**src/rtl/vend_controller.sv**
```systemverilog
// Coin vending controller: two coin denominations, credit ceiling, N_PROD stocked channels,
// greedy one-coin-per-cycle change return. All outputs are registered.
module vend_controller #(
    parameter int LO_VAL      = 1,
    parameter int HI_VAL      = 5,
    parameter int PRICE       = 2,
    parameter int MAX_CREDIT  = 10,
    parameter int N_PROD      = 2,
    parameter int STOCK_INIT  = 3,
    parameter int AUTO_CHANGE = 0,
    localparam int CW  = $clog2(MAX_CREDIT + 1),
    localparam int SW  = (N_PROD > 1) ? $clog2(N_PROD) : 1,
    localparam int STW = $clog2(STOCK_INIT + 1)
) (
    input  logic              clk,
    input  logic              reset,
    input  logic              coin_valid,
    input  logic              coin_type,
    input  logic              vend_req,
    input  logic [SW-1:0]     vend_sel,
    input  logic              change_req,
    input  logic              restock,
    output logic [CW-1:0]     credit,
    output logic              vend_pulse,
    output logic [SW-1:0]     vend_id,
    output logic              vend_fail,
    output logic              coin_reject,
    output logic              ret_lo,
    output logic              ret_hi,
    output logic              busy,
    output logic [N_PROD-1:0] empty,
    output logic [15:0]       vend_total
);

    typedef enum logic [1:0] {ST_IDLE = 2'd0, ST_VEND = 2'd1, ST_CHANGE = 2'd2} state_t;

    localparam logic [CW-1:0]  LO_C    = CW'(LO_VAL);
    localparam logic [CW-1:0]  HI_C    = CW'(HI_VAL);
    localparam logic [CW-1:0]  PRICE_C = CW'(PRICE);
    localparam logic [CW:0]    MAX_C   = (CW + 1)'(MAX_CREDIT);
    localparam logic [STW-1:0] INIT_C  = STW'(STOCK_INIT);

    state_t            state_r, state_s;
    logic [CW-1:0]     credit_r, credit_s;
    logic [STW-1:0]    stock_r [N_PROD];
    logic [STW-1:0]    stock_s [N_PROD];
    logic [N_PROD-1:0] empty_r, empty_s;
    logic [15:0]       total_r, total_s;
    logic [SW-1:0]     vend_id_r, vend_id_s;
    logic              vend_pulse_r, vend_pulse_s;
    logic              vend_fail_r, vend_fail_s;
    logic              coin_reject_r, coin_reject_s;
    logic              ret_lo_r, ret_lo_s;
    logic              ret_hi_r, ret_hi_s;
    logic              busy_r, busy_s;
    logic              sel_ok_s;
    logic [CW:0]       coin_sum_s;

    // Next-state, credit, stock and strobe computation.
    always_comb begin
        state_s       = state_r;
        credit_s      = credit_r;
        stock_s       = stock_r;
        total_s       = total_r;
        vend_id_s     = vend_id_r;
        vend_pulse_s  = 1'b0;
        vend_fail_s   = 1'b0;
        coin_reject_s = 1'b0;
        ret_lo_s      = 1'b0;
        ret_hi_s      = 1'b0;
        sel_ok_s      = (int'(vend_sel) < N_PROD);
        coin_sum_s    = {1'b0, credit_r} + {1'b0, (coin_type ? HI_C : LO_C)};

        case (state_r)
            ST_IDLE: begin
                if (change_req) begin
                    coin_reject_s = coin_valid;
                    if (credit_r != {CW{1'b0}}) begin
                        state_s = ST_CHANGE;
                    end else begin
                        state_s = ST_IDLE;
                    end
                end else if (vend_req) begin
                    coin_reject_s = coin_valid;
                    if (sel_ok_s && (stock_r[vend_sel] != {STW{1'b0}}) && (credit_r >= PRICE_C)) begin
                        state_s           = ST_VEND;
                        vend_pulse_s      = 1'b1;
                        vend_id_s         = vend_sel;
                        credit_s          = credit_r - PRICE_C;
                        stock_s[vend_sel] = stock_r[vend_sel] - STW'(1);
                        total_s           = total_r + 16'd1;
                    end else begin
                        vend_fail_s = 1'b1;
                    end
                end else if (coin_valid) begin
                    // Ceiling is checked on the widened sum so the add itself never wraps.
                    if (coin_sum_s <= MAX_C) begin
                        credit_s = coin_sum_s[CW-1:0];
                    end else begin
                        coin_reject_s = 1'b1;
                    end
                end else begin
                    state_s = ST_IDLE;
                end
            end
            ST_VEND: begin
                coin_reject_s = coin_valid;
                if ((AUTO_CHANGE != 0) && (credit_r != {CW{1'b0}})) begin
                    state_s = ST_CHANGE;
                end else begin
                    state_s = ST_IDLE;
                end
            end
            ST_CHANGE: begin
                coin_reject_s = coin_valid;
                if (credit_r == {CW{1'b0}}) begin
                    state_s = ST_IDLE;
                end else if (credit_r >= HI_C) begin
                    ret_hi_s = 1'b1;
                    credit_s = credit_r - HI_C;
                end else begin
                    ret_lo_s = 1'b1;
                    credit_s = credit_r - LO_C;
                end
            end
            default: begin
                state_s = ST_IDLE;
            end
        endcase

        // Restock overrides any decrement from a coincident vend.
        if (restock) begin
            for (int i = 0; i < N_PROD; i++) begin
                stock_s[i] = INIT_C;
            end
        end else begin
            stock_s = stock_s;
        end

        for (int i = 0; i < N_PROD; i++) begin
            empty_s[i] = (stock_s[i] == {STW{1'b0}});
        end
        busy_s = (state_s != ST_IDLE);
    end

    // State and registered-output update; asynchronous reset discards any pending change.
    always_ff @(posedge clk or posedge reset) begin
        if (reset) begin
            state_r       <= ST_IDLE;
            credit_r      <= {CW{1'b0}};
            total_r       <= 16'd0;
            empty_r       <= {N_PROD{1'b0}};
            vend_id_r     <= {SW{1'b0}};
            vend_pulse_r  <= 1'b0;
            vend_fail_r   <= 1'b0;
            coin_reject_r <= 1'b0;
            ret_lo_r      <= 1'b0;
            ret_hi_r      <= 1'b0;
            busy_r        <= 1'b0;
            for (int i = 0; i < N_PROD; i++) begin
                stock_r[i] <= INIT_C;
            end
        end else begin
            state_r       <= state_s;
            credit_r      <= credit_s;
            total_r       <= total_s;
            empty_r       <= empty_s;
            vend_id_r     <= vend_id_s;
            vend_pulse_r  <= vend_pulse_s;
            vend_fail_r   <= vend_fail_s;
            coin_reject_r <= coin_reject_s;
            ret_lo_r      <= ret_lo_s;
            ret_hi_r      <= ret_hi_s;
            busy_r        <= busy_s;
            for (int i = 0; i < N_PROD; i++) begin
                stock_r[i] <= stock_s[i];
            end
        end
    end

    assign credit      = credit_r;
    assign vend_pulse  = vend_pulse_r;
    assign vend_id     = vend_id_r;
    assign vend_fail   = vend_fail_r;
    assign coin_reject = coin_reject_r;
    assign ret_lo      = ret_lo_r;
    assign ret_hi      = ret_hi_r;
    assign busy        = busy_r;
    assign empty       = empty_r;
    assign vend_total  = total_r;

endmodule

```
**config.mk**
```make
export PLATFORM = sky130hd
export DESIGN_NAME = vend_controller
export DESIGN_NICKNAME = d
export VERILOG_FILES = /design/src/rtl/vend_controller.sv
export SDC_FILE = /design/constraint.sdc
export NUM_CORES = 1
export LEC_CHECK = 0
export ABC_AREA = 1
export BUFFER_PORTS_ARGS = -buffer_cell sky130_fd_sc_hd__buf_2
export CORE_ASPECT_RATIO = 0.7
export CORE_MARGIN = 4
export CORE_UTILIZATION = 44
export DETAILED_ROUTE_END_ITERATION = 10
export HOLD_SLACK_MARGIN = 0.05
export PLACE_DENSITY = 0.77
export SETUP_SLACK_MARGIN = 0.2
export SYNTH_ARGS = -nofsm -noshare
export SYNTH_HDL_FRONTEND = slang
export SYNTH_SLANG_ARGS = --single-unit
```
**constraint.sdc**
```tcl
create_clock -name clk -period 2 [get_ports clk]
set_clock_uncertainty 0.05 [all_clocks]
set_input_delay 0.2 -clock clk [delete_from_list [all_inputs] [get_ports clk]]
set_output_delay 0.2 -clock clk [all_outputs]
set_load 0.005 [all_outputs]
```
==> results of run 1 <==
layout by cell type, fill, tap and decap left out, types with 3 or more instances in the layout:
cell	synthesis	routed
dfrtp_1	31	31
ha_1	14	11
nand2_1	92	84
nand2_2	0	7
dfstp_2	4	4
nor2_1	32	29
a21oi_1	4	4
o21ai_0	11	9
nor2_4	1	5
nand4_1	5	5
nor3_1	7	5
buf_4	2	12
inv_1	38	35
inv_2	3	4
nand3_2	1	3
nand3_1	21	18
clkbuf_8	0	6
xor2_1	10	10
buf_2	2	36
per-stage QoR:
step | total power [W] | cells
6_report | 0.00331 | 397
3_5_place_dp | 0.00259 | 382
4_1_cts | 0.00315 | 393
2_1_floorplan | 0.00209 | 287
3_3_place_gp | 0.00255 | 382
5_1_grt | 0.00361 | 397
worst max path at each step:
stage / from / endpoint / slack, ps / depth (start not counted)
2_1_floorplan: stock_r[0] / vend_total[9] / 300 / 9
3_3_place_gp: stock_r[0] / vend_total[9] / 210 / 9
3_5_place_dp: stock_r[0] / vend_total[9] / 140 / 9
4_1_cts: stock_r[0] / vend_total[9] / 210 / 9
5_1_grt: stock_r[0] / vend_total[2] / 100 / 8
6_report: stock_r[0] / vend_total[4] / 220 / 8
cells by family (layout without fill, tap and decap cells):
group	Yosys count	in the layout	synth area share, %
simple gates	162	162	32.3
buf+inv	45	100	8.36
flops	35	35	41.2
compound gates	18	18	4.56
fa+ha+maj	14	14	8.19
xor+xnor	12	12	4.91
mux	1	1	0.468
state kept, by name, indices dropped and copies added (netlist names):
signal	count
vend_fail	1
state_r	2
vend_total	16
stock_r	4
busy	1
credit	4
ret_hi	1
vend_id	1
ret_lo	1
empty	2
coin_reject	1
vend_pulse	1
per-layer routing:
metal | share of wire [%] | global-route usage, % | wire (um)
met1 | 51 | 25.6 | 2550
met4 | 0.96 | 4.32 | 48
met2 | 41 | 24.7 | 2070
met5 | 0 | 0 | 0
met3 | 6.5 | 5.35 | 326
worst register-to-register path, stage by stage (launching register included):
cell and delay (ps):
dfstp_2 540, nor2_2 50, o21bai_1 150, ha_2 170
inv_2 80, nand4_4 160, buf_4 210, nor3_2 140
xor2_1 170
cells in the mapped netlist:
master	n	area [um^2]
nor2_2	2	12.5
nand4_1	5	31.3
inv_2	3	11.3
inv_1	38	143
xnor2_1	2	17.5
dfrtp_1	31	776
o21bai_1	2	15.0
nand2_1	92	345
nand3_1	21	105
dfstp_2	4	105
nand4_4	1	21.3
nor2_4	1	11.3
nor3_1	7	35.0
a211oi_1	1	7.51
nand3_2	1	10.0
mux2i_1	1	10.0
a21oi_1	4	20.0
nor2_1	32	120
buf_4	2	15.0
buf_2	2	10.0
xor2_1	10	87.6
ha_1	14	175
o21ai_0	11	55.1
power breakdown:
part | internal, W | switching (W) | leakage (nW)
clock network | 0.000277 | 0.000241 | 0.0482
registers | 0.000901 | 0.000169 | 0.452
logic | 0.000705 | 0.00102 | 0.956
total | 0.00188 | 0.00143 | 1.46
area by class of cell:
type | count | share of cell area, %
well taps | 55 | 2.55
multi-input cells | 207 | 44.3
inverters | 41 | 5.89
flip-flops and latches | 35 | 32.6
clock buffers | 7 | 3.20
repair buffers | 51 | 11.2
clock inverters | 1 | 0.185
timing repair:
action                                 CTS  global route
hold buffers                             1             0
gates resized for setup                  3            33
endpoints found under the hold margin   31             0
setup buffers                            2             4
pin swaps                                1             8
setup endpoints to repair                4            17
==> results.sh, run 1 <==
export IMPL_n_fill_cell=390
export IMPL_routed_via_count=1964
export IMPL_period_needed_ps=1780
export IMPL_port_buffers=36
export IMPL_clk_pin_slew_worst_paths_ps=80
export IMPL_syn_area_per_cell_um2=7.45
export IMPL_ant_nets=0
export IMPL_tightestPinTransition_ps=425
export IMPL_nets=363
export IMPL_p_per_area_nw_per_um2=1230
export IMPL_grt_overflow=0
export IMPL_dieArea_um2=6060
export IMPL_clock_sinks=35
export IMPL_die_h_um=66.3
export IMPL_finalMaxSlewViolations=0
export IMPL_viasPerCell=4.95
export IMPL_crit_required_ps=2170
export IMPL_wl_um=5000
export IMPL_regToRegEndpoint="vend_total[4]"
export IMPL_cts_tree="built"
export IMPL_grt_pass1_wl_um=8450
export IMPL_cp_slowest_stage_delay_ps=540
export IMPL_seqCellArea_um2=881
export IMPL_cts_buffers=5
export IMPL_clockBufferDepth=2
export IMPL_root_buffer="clkbuf_8"
export IMPL_hp_start="coin_valid"
export IMPL_rows=20
export IMPL_firstDrtPassIters=5
export IMPL_syn_num_nets=309
export IMPL_arrival_ps=1950
export IMPL_hold_viol_final=0
export IMPL_areaGrowthSynthToFinish_pct=26.1
export IMPL_setup_violations=0
export IMPL_global_route_usage_total_pct=17.4
export IMPL_tns_ps=0
export IMPL_drv_cap=0
export IMPL_ff2ff_setup_slack_ps=220
export IMPL_placed_area_um2=2420
export IMPL_min_delay_path_depth=3
export IMPL_drive_above_1_share_pct=26.9
export IMPL_fp_dieW_um=91.3
export IMPL_diodes=0
export IMPL_ys_warn_count=0
export IMPL_fmax_ghz=0.560
export IMPL_hold_path_class="in -> reg"
export IMPL_cp_start_kind="flip-flop"
export IMPL_slew_headroom_pct=71.7
export IMPL_synth_seq_cells=35
export IMPL_htree_levels=2
export IMPL_timing_rr_start="stock_r[0]"
export IMPL_grt_pass1_vias=1796
export IMPL_final_util_pct=59.9
export IMPL_synthCells=287
export IMPL_ioPinCount=37
export IMPL_crit_path_top_delay_cell="dfstp_2"
export IMPL_dp_hpwl_um=3710
export IMPL_grt_max_degree=36
export IMPL_reg2reg_depth=8
export IMPL_fin_crit_sh_pct=89.2
export IMPL_endpoint_kind="flip-flop"
export IMPL_wl_per_cell_um=12.6
export IMPL_worstPathCellList="nor2_2 -> o21bai_1 -> ha_2 -> inv_2 -> nand4_4 -> buf_4 -> nor3_2 -> xor2_1"
export IMPL_peakVddDrop_uv=463
export IMPL_crit_fanout=5
export IMPL_core_area_um2=4500
export IMPL_leakagePower_nw=1.46
export IMPL_clk_latency_ps=290
export IMPL_place_congestion=0.921
export IMPL_crit_family="flip-flops"
export IMPL_layout_setup_ws_ps=215
export IMPL_drt_iter0_markers=148
export IMPL_seq_area_frac_synth_pct=41.2
export IMPL_fin_hold_ws_ps=120
export IMPL_syn_area_um2=2140
export IMPL_multi_input_area_um2=1200
export IMPL_outcome="complete, no violations"
export IMPL_route_detailed_drc=0
export IMPL_final_area_um2=2700
export IMPL_antenna_found_initial=0
export IMPL_pre_cts_ws_ps=141
export IMPL_synth_cell_types=23
export IMPL_initial_core_util_pct=47.5
export IMPL_critical_path_buf_inv_count=2
export IMPL_min_to="coin_reject"
export IMPL_path_class="reg -> reg"
export IMPL_rsz0062_at_grt="true"
Note: power is estimated with default switching activity, not from simulation.
==> inputs of run 2 (changes only) <==
CORE_UTILIZATION = 37   (was 44)
PLACE_DENSITY = 0.69   (was 0.77)
==> run 2 against run 1 <==
  * Critical path depth unchanged
  * Register-to-register slack barely moved
  * Largest power group unchanged
  * Critical path type unchanged
  * Core utilization shrank 9.5 points
==> results.sh, run 2 (synthesized netlist as in run 1, its figures left out) <==
export IMPL_wl_per_cell_um=11.9
export IMPL_intPower_w=0.00184
export IMPL_hold_path_class="in -> reg"
export IMPL_grt_pass1_vias=1792
export IMPL_fp_dieW_um=98.9
export IMPL_n_fill_cell=506
export IMPL_cts_tree="built"
export IMPL_clk_latency_ps=290
export IMPL_initial_core_util_pct=39.5
export IMPL_reg2reg_depth=8
export IMPL_power_frac_comb_pct=51.9
export IMPL_clock_sinks=35
export IMPL_mostFrequentLayoutCell="nand2_1"
export IMPL_hold_viol_final=0
export IMPL_route_detailed_drc=0
export IMPL_tns_ps=0
export IMPL_nets=364
export IMPL_cp_slowest_stage_delay_ps=540
export IMPL_antenna_found_initial=0
export IMPL_tightestPinTransition_ps=443
export IMPL_largest_reg_flops=16
export IMPL_ioPinCount=37
export IMPL_ant_nets=0
export IMPL_dieArea_um2=7080
export IMPL_routed_via_count=1948
export IMPL_viasPerCell=4.69
export IMPL_regToRegEndpoint="vend_total[0]"
export IMPL_swShare_pct=43.5
export IMPL_grt_overflow=0
export IMPL_core_area_um2=5420
export IMPL_crit_family="flip-flops"
export IMPL_final_cell_mix="nand2_1 (83), buf_2 (36), inv_1 (35)"
export IMPL_cts_buffers=5
export IMPL_cp_common_cell="buf_6"
export IMPL_crit_path_top_delay_cell="dfstp_2"
export IMPL_firstDrtPassIters=4
export IMPL_slew_headroom_pct=70.5
export IMPL_clockBufferDepth=2
export IMPL_grt_max_degree=36
export IMPL_min_to="vend_fail"
export IMPL_wl_um=4960
export IMPL_port_buffers=36
export IMPL_cp_start_kind="flip-flop"
export IMPL_fin_hold_ws_ps=107
export IMPL_fin_crit_sh_pct=89.7
export IMPL_clk_pin_slew_worst_paths_ps=60
export IMPL_multi_input_area_um2=1190
export IMPL_ff2ff_setup_slack_ps=210
export IMPL_htree_levels=2
export IMPL_seqCellArea_um2=882
export IMPL_min_delay_path_depth=2
export IMPL_place_congestion=0.864
export IMPL_p_per_area_nw_per_um2=1190
export IMPL_endpoint_kind="flip-flop"
export IMPL_grt_pass1_wl_um=8010
export IMPL_hp_start="change_req"
export IMPL_clkPwrFrac_pct=14.9
export IMPL_die_h_um=71.6
export IMPL_root_buffer="clkbuf_8"
export IMPL_final_area_um2=2730
export IMPL_power_w=0.00325
export IMPL_drt_iter0_markers=76
export IMPL_areaGrowthSynthToFinish_pct=27.7
export IMPL_fmax_ghz=0.558
export IMPL_arrival_ps=1910
export IMPL_drv_cap=0
export IMPL_finalMaxSlewViolations=0
export IMPL_placed_area_um2=2440
export IMPL_critical_path_buf_inv_count=3
export IMPL_worstPathCellList="nor2_2 -> o21bai_1 -> ha_2 -> inv_2 -> nand4_4 -> buf_6 -> buf_6 -> xnor2_1"
export IMPL_peakVddDrop_uv=323
export IMPL_dp_hpwl_um=3730
export IMPL_crit_required_ps=2120
export IMPL_timing_rr_start="stock_r[0]"
export IMPL_p_seq_share_pct=33.2
export IMPL_crit_fanout=8
export IMPL_path_class="reg -> reg"
export IMPL_leakagePower_nw=1.46
export IMPL_drive_above_1_share_pct=27.7
export IMPL_rows=22
export IMPL_setup_violations=0
export IMPL_period_needed_ps=1790
export IMPL_global_route_usage_total_pct=13.9
export IMPL_p_sw_w=0.00142
export IMPL_rsz0062_at_grt="true"
export IMPL_outcome="complete, no violations"
export IMPL_diodes=0
==> run 2: worst register-to-register path: cells and delay by family, from the launching register on <==
kind | cells | cell delay (ps)
DFF | 1 | 540
adders and majority gates | 1 | 180
xor gates and xnor gates | 1 | 110
AOI/OAI and AO/OA | 1 | 150
buffers and inverters | 3 | 410
and+or+nand+nor | 2 | 240
==> run 2: power groups by stage <==
stage / clock network [W] / logic (W) / registers, W
3_3_place_gp: 0 / 0.00149 / 0.00107
2_1_floorplan: 0 / 0.00101 / 0.00108
6_report: 0.000484 / 0.00169 / 0.00108
5_1_grt: 0.000528 / 0.00191 / 0.00111
4_1_cts: 0.000505 / 0.00153 / 0.00107
3_5_place_dp: 0 / 0.00151 / 0.00108
==> run 2: layer usage <==
metal / track usage [%] / part of all wire, % / vias up
met5: 0 / 0 / -
met4: 4.55 / 1.2 / 0
met3: 3.21 / 5.2 / 7
met2: 21.1 / 42 / 43
met1: 19.5 / 51 / 898
li1: - / - / 1000
==> run 2: cell type report <==
cell class	instances	share of cell area [%]
Sequential cell	35	32.3
Tap cell	72	3.30
Clock buffer	7	2.79
Multi-Input combinational cell	207	43.7
Clock inverter	1	0.183
Timing Repair Buffer	52	12.0
Inverter	41	5.73
==> run 2: metrics by stage <==
stage                     util [%]  std cells  setup WS (ps)
final                         50.4        415            207
after floorplan                  -        287            297
after detailed placement      45.1        399           99.6
after global placement        45.1        399            157
after CTS                     47.0        409            201
after global routing          50.4        415            101
==> run 2: how the worst max path moves through the flow <==
stage / endpoint / slack [ps] / depth (start not counted) / startpoint
detailed placement: vend_total[9] / 100 / 9 / stock_r[0]
global route: vend_total[9] / 100 / 9 / stock_r[0]
finish: vend_total[0] / 210 / 8 / stock_r[0]
CTS: vend_total[9] / 200 / 9 / state_r[0]
floorplan: vend_total[9] / 300 / 9 / stock_r[0]
global placement: vend_total[9] / 160 / 9 / stock_r[0]
==> run 2: timing repair <==
item                                    in CTS  in global routing
endpoints found under the setup margin       7                 24
cloned                                       0                  0
pin swaps                                    1                 11
resized for setup                            2                 40
hold endpoints to repair                    31                  0
hold buffers                                 1                  0
setup buffers                                1                  6
